--- src/rtl/reg_scoreboard_pkg.sv ---
// Shared parameters and helpers for the register scoreboard.
//   NUM_REGS : architectural registers tracked
//   REG_W    : register index width
//   CNT_W    : pending-write counter width (max in-flight writes per reg = 2**CNT_W-1)
//   STAT_W   : stall statistics counter width
package reg_scoreboard_pkg;

  localparam int NUM_REGS = 4;
  localparam int REG_W    = 2;
  localparam int CNT_W    = 2;
  localparam int STAT_W   = 16;

  localparam logic [CNT_W-1:0]  CNT_MAX  = '1;
  localparam logic [STAT_W-1:0] STAT_MAX = '1;

  // Number of decrements hitting one register this cycle (retire and cancel may coincide).
  function automatic logic [1:0] dec_count(input logic hit_a, input logic hit_b);
    return {1'b0, hit_a} + {1'b0, hit_b};
  endfunction

endpackage

--- src/rtl/reg_scoreboard_counter.sv ---
// Pending-write counter for one architectural register.
// Ports:
//   clk, reset_n : clock, async active-low reset
//   inc          : one write issued to this register this cycle
//   dec[1:0]     : writes leaving flight this cycle (retire + cancel, 0..2)
//   cnt          : current pending count (registered)
//   zero, max    : cnt == 0, cnt == CNT_MAX
//   uf_pulse     : this cycle's decrements exceed cnt+inc; counter clamps to 0
module sb_counter
  import reg_scoreboard_pkg::*;
(
  input  logic             clk,
  input  logic             reset_n,
  input  logic             inc,
  input  logic [1:0]       dec,
  output logic [CNT_W-1:0] cnt,
  output logic             zero,
  output logic             max,
  output logic             uf_pulse
);

  logic [CNT_W:0]   sum_ext;
  logic [CNT_W:0]   dec_ext;
  logic [CNT_W-1:0] cnt_next;

  assign sum_ext  = {1'b0, cnt} + {{CNT_W{1'b0}}, inc};
  assign dec_ext  = {{(CNT_W-1){1'b0}}, dec};
  assign uf_pulse = dec_ext > sum_ext;
  // Modulo arithmetic is exact whenever no underflow occurs; overflow is
  // prevented upstream by the capacity stall.
  assign cnt_next = cnt + {{(CNT_W-1){1'b0}}, inc} - CNT_W'(dec);

  assign zero = (cnt == '0);
  assign max  = (cnt == CNT_MAX);

  always_ff @(posedge clk or negedge reset_n) begin
    if (!reset_n)
      cnt <= '0;
    else if (uf_pulse)
      cnt <= '0;
    else
      cnt <= cnt_next;
  end

endmodule

--- src/rtl/reg_scoreboard.sv ---
// Register scoreboard: tracks in-flight writes per architectural register and
// interlocks decode on RAW hazards and on pending-write capacity.
// Ports:
//   clk, reset_n               : clock, async active-low reset
//   issue_req                  : ID has an instruction wanting to issue
//   use_rs1/rs1, use_rs2/rs2   : source operands
//   issue_wr/issue_dest        : destination of the issuing instruction
//   retire_wr/retire_dest      : WB register-file write
//   cancel_wr/cancel_dest      : squashed in-flight write
//   stall, issue_ok            : combinational issue decision
//   busy_mask                  : per-register pending != 0 (registered)
//   underflow                  : sticky, a decrement hit an empty counter
//   stall_cnt                  : saturating count of stall cycles
module reg_scoreboard
  import reg_scoreboard_pkg::*;
(
  input  logic                clk,
  input  logic                reset_n,
  input  logic                issue_req,
  input  logic                use_rs1,
  input  logic [REG_W-1:0]    rs1,
  input  logic                use_rs2,
  input  logic [REG_W-1:0]    rs2,
  input  logic                issue_wr,
  input  logic [REG_W-1:0]    issue_dest,
  input  logic                retire_wr,
  input  logic [REG_W-1:0]    retire_dest,
  input  logic                cancel_wr,
  input  logic [REG_W-1:0]    cancel_dest,
  output logic                stall,
  output logic                issue_ok,
  output logic [NUM_REGS-1:0] busy_mask,
  output logic                underflow,
  output logic [STAT_W-1:0]   stall_cnt
);

  logic [CNT_W-1:0]    cnt [NUM_REGS];
  logic [1:0]          dec [NUM_REGS];
  logic [NUM_REGS-1:0] inc_v;
  logic [NUM_REGS-1:0] zero_v;
  logic [NUM_REGS-1:0] max_v;
  logic [NUM_REGS-1:0] uf_v;
  logic [NUM_REGS-1:0] eff_nz;
  logic [NUM_REGS-1:0] dec_zero;

  for (genvar r = 0; r < NUM_REGS; r++) begin : g_reg
    assign dec[r] = dec_count(retire_wr && (retire_dest == REG_W'(r)),
                              cancel_wr && (cancel_dest == REG_W'(r)));
    // Effective count after this cycle's retire/cancel: a source being
    // written back now is bypassed through the register file, so not a hazard.
    assign eff_nz[r]   = {1'b0, cnt[r]} > {{(CNT_W-1){1'b0}}, dec[r]};
    assign dec_zero[r] = (dec[r] == 2'd0);
    assign inc_v[r]    = issue_ok && issue_wr && (issue_dest == REG_W'(r));

    sb_counter u_cnt (
      .clk      (clk),
      .reset_n  (reset_n),
      .inc      (inc_v[r]),
      .dec      (dec[r]),
      .cnt      (cnt[r]),
      .zero     (zero_v[r]),
      .max      (max_v[r]),
      .uf_pulse (uf_v[r])
    );
  end

  // A full destination counter may still accept a new write if one of its
  // pending writes leaves this same cycle.
  assign stall = issue_req && ((use_rs1 && eff_nz[rs1]) ||
                               (use_rs2 && eff_nz[rs2]) ||
                               (issue_wr && max_v[issue_dest] && dec_zero[issue_dest]));
  assign issue_ok  = issue_req && !stall;
  assign busy_mask = ~zero_v;

  always_ff @(posedge clk or negedge reset_n) begin
    if (!reset_n) begin
      underflow <= 1'b0;
      stall_cnt <= '0;
    end else begin
      if (|uf_v)
        underflow <= 1'b1;
      if (stall && (stall_cnt != STAT_MAX))
        stall_cnt <= stall_cnt + 1'b1;
    end
  end

endmodule
--- config.mk ---
export PLATFORM = sky130hd
export DESIGN_NAME = reg_scoreboard
export DESIGN_NICKNAME = d
export VERILOG_FILES = /design/src/rtl/reg_scoreboard_pkg.sv /design/src/rtl/reg_scoreboard_counter.sv /design/src/rtl/reg_scoreboard.sv
export SDC_FILE = /design/constraint.sdc
export NUM_CORES = 1
export LEC_CHECK = 0
export CAP_MARGIN = 40
export CORE_UTILIZATION = 59
export CTS_BUF_LIST = sky130_fd_sc_hd__clkbuf_4 sky130_fd_sc_hd__clkbuf_8
export DETAILED_ROUTE_END_ITERATION = 8
export PLACE_DENSITY = 0.92
export SLEW_MARGIN = 20
export SYNTH_ARGS = -nofsm -noshare
export SYNTH_HDL_FRONTEND = slang
export SYNTH_SLANG_ARGS = --single-unit
--- constraint.sdc ---
create_clock -name clk -period 6.08 [get_ports clk]
set_input_delay 1.216 -clock clk [delete_from_list [all_inputs] [get_ports clk]]
set_output_delay 1.216 -clock clk [all_outputs]
set_load 0.1 [all_outputs]
==> results of run 1 <==
cell type report:
class,count,area (sq um)
Clock inverter,1,5.00
Fill cell,201,553
Clock buffer,3,41.3
Tap cell,48,60.1
Timing Repair Buffer,63,751
Multi-Input combinational cell,190,1510
Sequential cell,25,626
Inverter,31,116
layer usage:
metal | up-vias | track usage | part of all wire
met1 | 974 | 0.334 | 0.41
met5 | - | 0 | 0
met2 | 64 | 0.582 | 0.53
met3 | 8 | 0.0286 | 0.041
li1 | 1005 | - | -
met4 | 0 | 0.116 | 0.020
how the worst max path moves through the flow:
stage	start	endpoint	slack, ps	cells past startpoint
2_1_floorplan	retire_dest[1]	stall	1080	8
3_3_place_gp	retire_wr	underflow$_DFFE_PN0P_	650	19
3_5_place_dp	retire_wr	underflow$_DFFE_PN0P_	540	19
4_1_cts	cancel_wr	underflow$_DFFE_PN0P_	800	19
5_1_grt	cancel_wr	underflow$_DFFE_PN0P_	420	19
6_report	cancel_wr	underflow$_DFFE_PN0P_	770	19
cells by family after synthesis:
logic type               Yosys count  share of synthesized area
XOR/XNOR                          19                     0.0734
flip-flops                        25                      0.276
multiplexers                       3                     0.0149
adder cells (fa/ha/maj)           41                      0.226
AO/OA/AOI/OAI                     26                     0.0943
AND/OR/NAND/NOR                  101                      0.256
buffers and inverters             35                     0.0590
cells in the mapped netlist (all sizes together) (2+ instances only):
cell type   n  area, sq um
ha         41          513
inv        31          116
dfrtp      25          626
nand2      18         67.6
xnor2      14          123
nand3      13         65.1
nand4      10         62.6
nor2        9         33.8
and3        8         50.1
or2         8         50.1
and2        7         43.8
nor2b       7         43.8
o21ai       6         30.0
or3b        5         43.8
xor2        5         43.8
a21oi       4         20.0
and4        4         35.0
mux2        3         33.8
nand4b      3         26.3
nor3        3         15.0
o211ai      3         22.5
a31oi       2         12.5
a41oi       2         17.5
and2b       2         15.0
buf         2         10.0
clkbuf      2         7.51
nand3b      2         15.0
nor3b       2         15.0
o2111ai     2         17.5
o211a       2         20.0
o311a       2         31.3
power breakdown:
group / switching [mW] / internal, mW
combinational: 0.514 / 0.332
clock: 0.0519 / 0.0458
sequential: 0.0556 / 0.208
state kept, by name, indices dropped and copies added (netlist names):
register and count:
underflow 1, g.u_cnt.cnt 8, stall_cnt 16
cell usage in the layout (no fill, tap or decap), types with 3 or more instances in the layout:
master           netlist  final
and3_1                 8      8
o211ai_1               3      3
clkbuf_8               0      3
dfrtp_1               25     25
xnor2_1               14     14
nor2_1                 9      9
or2_2                  6      6
and4_1                 4      4
buf_8                  0     21
o21ai_0                5      5
nor3_1                 3      3
and2_1                 7      7
clkdlybuf4s50_1        0     38
ha_1                  41     41
xor2_1                 5      5
inv_1                 31     31
nand2_1               18     18
nand4b_1               3      3
nand4_1               10     10
mux2_1                 3      3
or3b_1                 3      3
nor2b_1                7      7
nand3_1               13     13
a21oi_1                4      4
through the flow:
| stage | setup slack, ps | hold WS [ps] | total power, mW |
|---|---|---|---|
| 2_1_floorplan | 1080 | 637 | 0.797 |
| 3_3_place_gp | 651 | 482 | 0.959 |
| 3_5_place_dp | 535 | 491 | 1.10 |
| 4_1_cts | 799 | 507 | 1.21 |
| 5_1_grt | 423 | 531 | 1.27 |
| 6_report | 767 | 511 | 1.21 |
==> reports/results.tsv, run 1 <==
metric	value	unit
cts_root_buf	clkbuf_8	
numPlacedInstances	357	
critPathKind	in2reg	
period_needed	5310	ps
place_area	3060	sq um
startpoint_type	primary input	
synth_edf_count	0	
crit_path_end_kind	flop	
clk_pin_slew_worst_paths	90	ps
routed_wl	5670	um
post_drt_wl_per_cell	15.7	um
hold_class	reg2reg	
min-delay-start	stall_cnt[7]$_DFFE_PN0P_	
grt_pass1_wl	9470	um
r2r-end	underflow$_DFFE_PN0P_	
drc_errors	0	
gp_congestion	0.864	
path_cells	clkdlybuf4s50_1, or3b_2, inv_1, ha_1, inv_1, ha_1, and2b_1, o21ai_1, o311a_1, o22a_1, nand4b_1, nor2_1, ha_1, ha_1, inv_1, ha_1, nor2b_1, o21ai_0, nand4_1	
grt_usage	0.302	
fin_cells	361	
cts_resized	0	
dp.final_hpwl	4420	um
clkSinkCount	25	
finalMaxSlewViolations	0	
syn2layout_area_growth	37.0	%
io_buffers	40	
clock_skew	8.77	ps
ctsHoldBuffers	0	
hold_depth	1	
synthDistinctLibCells	38	
max-vdd-ir-drop	426	uV
critPathTopFamily	simple AND/OR/NAND/NOR gates	
synthFlopType	dfrtp_1	
post-route-period-util	0.874	
design.die.area	4100	sq um
crit_buf_inv	4	
synth_nets	309	
utilization	0.849	
fin_area	3110	sq um
worst-endpoint-arrival	5430	ps
worst_pin_slew	626	ps
slowest_stage	clkdlybuf4s50_1	
postCtsSetupBuffers	0	
coreArea	3660	sq um
fin_tns_setup	0	ps
die_height	64.0	um
dieWidth	64.0	um
r2r_slack	2510	ps
outcome	complete, no violations	
fmax	0.188	GHz
start_util	0.620	
slowest_delay	530	ps
cts_tree	built	
p_leak	1.52	nW
grt_pass1_vias	2154	
grt_max_degree	26	
drv_cap	0	
synth_warnings	0	
ioPinCount	41	
reg2regPathDepth	14	
worstPathMaxFanout	4	
ys_ff_latch	25	
async_reset_ff_frac	1.00	
cellPowerDensity	388	nW/um^2
path_common_cell	ha_1	
whs_endpoint	stall_cnt[7]$_DFFE_PN0P_	
clk_latency	270	ps
ant_nets	0	
antennaDiodeCount	0	
cts_made_buffers	3	
rows	22	
reg2reg_from	g_reg[3].u_cnt.cnt[1]$_DFF_PN0_	
synth_area	2270	sq um
drt-initial-drc-count	96	
ys_seq_area_frac	0.276	
htreeDepth	1	
via_count	2051	
hold_violations	0	
dr.pass1.iters	4	
syn_area_per_cell	9.07	sq um
via_per_inst	5.68	
cp_data_required_time	6190	ps
setup_viol	0	
final_nets	373	
rsz0062_at_grt	no	
synthCells	250	
cts_max_path_buffers	2	
drive_gt1_frac	0.125	
slew_headroom	0.581	
antenna_found_initial	0	
grt-ovfl-total	0	
Power figures use the tool's default switching activity.
==> inputs of run 2 (changes only) <==
--- a/config.mk
+++ b/config.mk
@@ -5,10 +5,11 @@
 export SDC_FILE = /design/constraint.sdc
 export NUM_CORES = 1
 export LEC_CHECK = 0
-export CAP_MARGIN = 40
+export CAP_MARGIN = 10
 export CORE_UTILIZATION = 59
 export CTS_BUF_LIST = sky130_fd_sc_hd__clkbuf_4 sky130_fd_sc_hd__clkbuf_8
 export DETAILED_ROUTE_END_ITERATION = 8
+export MAX_ROUTING_LAYER = met4
 export PLACE_DENSITY = 0.92
 export SLEW_MARGIN = 20
 export SYNTH_ARGS = -nofsm -noshare
==> run 2 against run 1 <==
Compared with the run above:
- sequential power hardly changed
- total power fell by 11%
- flip-flop and latch count is the same
- cell area down 10%
- critical path depth unchanged
- setup slack improved by 35 ps
- clock power decreased by 2%
- combinational power down 15%
- die area did not move
- count of clock-buffer cells in the layout is the same
- first-iteration DRC count fell by 3.1%
- critical path type unchanged
- highest routed layer unchanged
==> reports/results.tsv, run 2 (same netlist as run 1, synthesis figures left out) <==
metric	value	unit	change
start_util	0.620		unchanged
postCtsSetupBuffers	0		unchanged
dieWidth	64.0	um	unchanged
final_nets	352		-5.6%
via_count	1900		-7.4%
startpoint_type	primary input		
drive_gt1_frac	0.0616		-0.0630
rows	22		unchanged
clock_skew	3.44	ps	-5.32 ps
clk_pin_slew_worst_paths	90	ps	about the same
post-route-period-util	0.868		-0.00578
setup_viol	0		unchanged
ctsHoldBuffers	0		unchanged
grt_pass1_vias	1927		-11%
ioPinCount	41		unchanged
io_buffers	40		unchanged
layout_setup_ws	802	ps	+35.1 ps
nFillCells	261		+30%
coreArea	3660	sq um	unchanged
cellPowerDensity	385	nW/um^2	-0.74%
fmax	0.189	GHz	+0.67%
worst-endpoint-arrival	5400	ps	-30 ps
dr.pass1.iters	4		unchanged
design.die.area	4100	sq um	unchanged
clk_latency	260	ps	about the same
cts_made_buffers	3		unchanged
drc_errors	0		unchanged
path_common_cell	ha_1		
hold_violations	0		unchanged
place_area	2750	sq um	-10%
max-vdd-ir-drop	391	uV	-8.3%
cts_tree	built		
crit_path_end_kind	flop		
grt_usage	0.270		-0.0316
gp_congestion	0.878		+1.6%
antenna_found_initial	0		unchanged
slowest_stage	clkdlybuf4s50_1		
grt_pass1_wl	8380	um	-12%
final_cell_mix	ha_1 (41), clkdlybuf4s50_1 (38), inv_1 (31), dfrtp_1 (25), nand2_1 (18)		
crit_buf_inv	4		unchanged
path_cells	clkdlybuf4s50_1, or3b_2, inv_1, ha_1, inv_1, ha_1, and2b_1, o21ai_1, o311a_1, o22a_1, nand4b_1, nor2_1, ha_1, ha_1, inv_1, ha_1, nor2b_1, o21ai_0, nand4_1		
post-place-ws	495	ps	-40.5 ps
grt-ovfl-total	0		unchanged
final_common_cell	ha_1		
post_drt_wl_per_cell	14.5	um	-7.7%
rsz0062_at_grt	no		
drv_cap	0		unchanged
p_leak	1.37	nW	-10%
slowest_delay	520	ps	about the same
die_height	64.0	um	unchanged
drt-initial-drc-count	93		-3.1%
ant_nets	0		unchanged
via_per_inst	5.59		-1.6%
clkSinkCount	25		unchanged
finalMaxSlewViolations	0		unchanged
outcome	complete, no violations		
syn2layout_area_growth	23.1	%	
utilization	0.763		-0.0861
cp_data_required_time	6200	ps	about the same
fin_area	2790	sq um	-10%
worstPathMaxFanout	4		unchanged
worst_pin_slew	969	ps	+343 ps
cts_resized	0		unchanged
antennaDiodeCount	0		unchanged
routed_wl	4930	um	-13%
slew_headroom	0.352		-0.229
cts_max_path_buffers	2		unchanged
hold_class	reg2reg		
htreeDepth	1		unchanged
largest_reg_flops	16		unchanged
period_needed	5280	ps	-35.1 ps
dp.final_hpwl	3900	um	-12%
reg_top3	stall_cnt (16), g.u_cnt.cnt (8), underflow (1)		
fin_tns_setup	0	ps	unchanged
critPathKind	in2reg		
critPathTopFamily	simple AND/OR/NAND/NOR gates		
largest_register	stall_cnt		
cts_root_buf	clkbuf_8		
grt_max_degree	26		unchanged
==> run 2: cell types whose count changed in the layout (fill, tap and decap cells not counted) <==
cell,previous run,this run
buf_8,21,0
==> run 2: worst register-to-register path, cell delays in order, from the launching register on <==
cell	delay [ps]
dfrtp_1	420
ha_1	340
and2b_1	190
o21ai_0	200
o211a_1	240
o22a_1	200
nand4b_1	210
nor2_1	210
ha_1	180
ha_1	220
inv_1	60
ha_1	230
nor2b_1	130
o21ai_0	430
nand4_1	140
==> run 2: final timing paths <==
check                                                startpoint                               to  slack, ps  cells after the start
min in group asynchronous                               reset_n  g_reg[0].u_cnt.cnt[1]$_DFF_PN0_       1340                      2
max in group asynchronous                               reset_n         stall_cnt[2]$_DFFE_PN0P_       4490                      2
worst max-delay path                                  retire_wr            underflow$_DFFE_PN0P_        800                     19
worst min register to register         stall_cnt[7]$_DFFE_PN0P_         stall_cnt[7]$_DFFE_PN0P_        490                      1
worst max register to register  g_reg[2].u_cnt.cnt[1]$_DFF_PN0_            underflow$_DFFE_PN0P_       2540                     14
worst min-delay path                   stall_cnt[7]$_DFFE_PN0P_         stall_cnt[7]$_DFFE_PN0P_        490                      1
==> run 2: through the flow <==
stage | power [mW] | std cells | hold WS (ps)
2_1_floorplan | 0.797 | 250 | 637
3_3_place_gp | 0.959 | 336 | 482
3_5_place_dp | 0.980 | 336 | 478
4_1_cts | 1.08 | 340 | 497
5_1_grt | 1.15 | 340 | 523
6_report | 1.08 | 340 | 493
==> run 2: final cells by class <==
type / instances / area, sq um / share of cell area
clock inverter: 1 / 5.00 / 0.00179
sequential: 25 / 626 / 0.224
tap: 48 / 60.1 / 0.0215
multi-input combinational: 190 / 1510 / 0.540
timing repair buffer: 42 / 435 / 0.156
inverter: 31 / 116 / 0.0417
clock buffer: 3 / 41.3 / 0.0148
==> run 2: per-layer routing <==
layer	share of wire	global-route usage
met3	0.051	0.0393
met5	0	-
met1	0.44	0.314
met4	0.018	0.0881
met2	0.49	0.475
==> run 2: report_power, final <==
part           internal [mW]  switching, mW
Sequential             0.208         0.0523
Combinational          0.240          0.480
Clock                 0.0457         0.0505
Total                  0.494          0.582
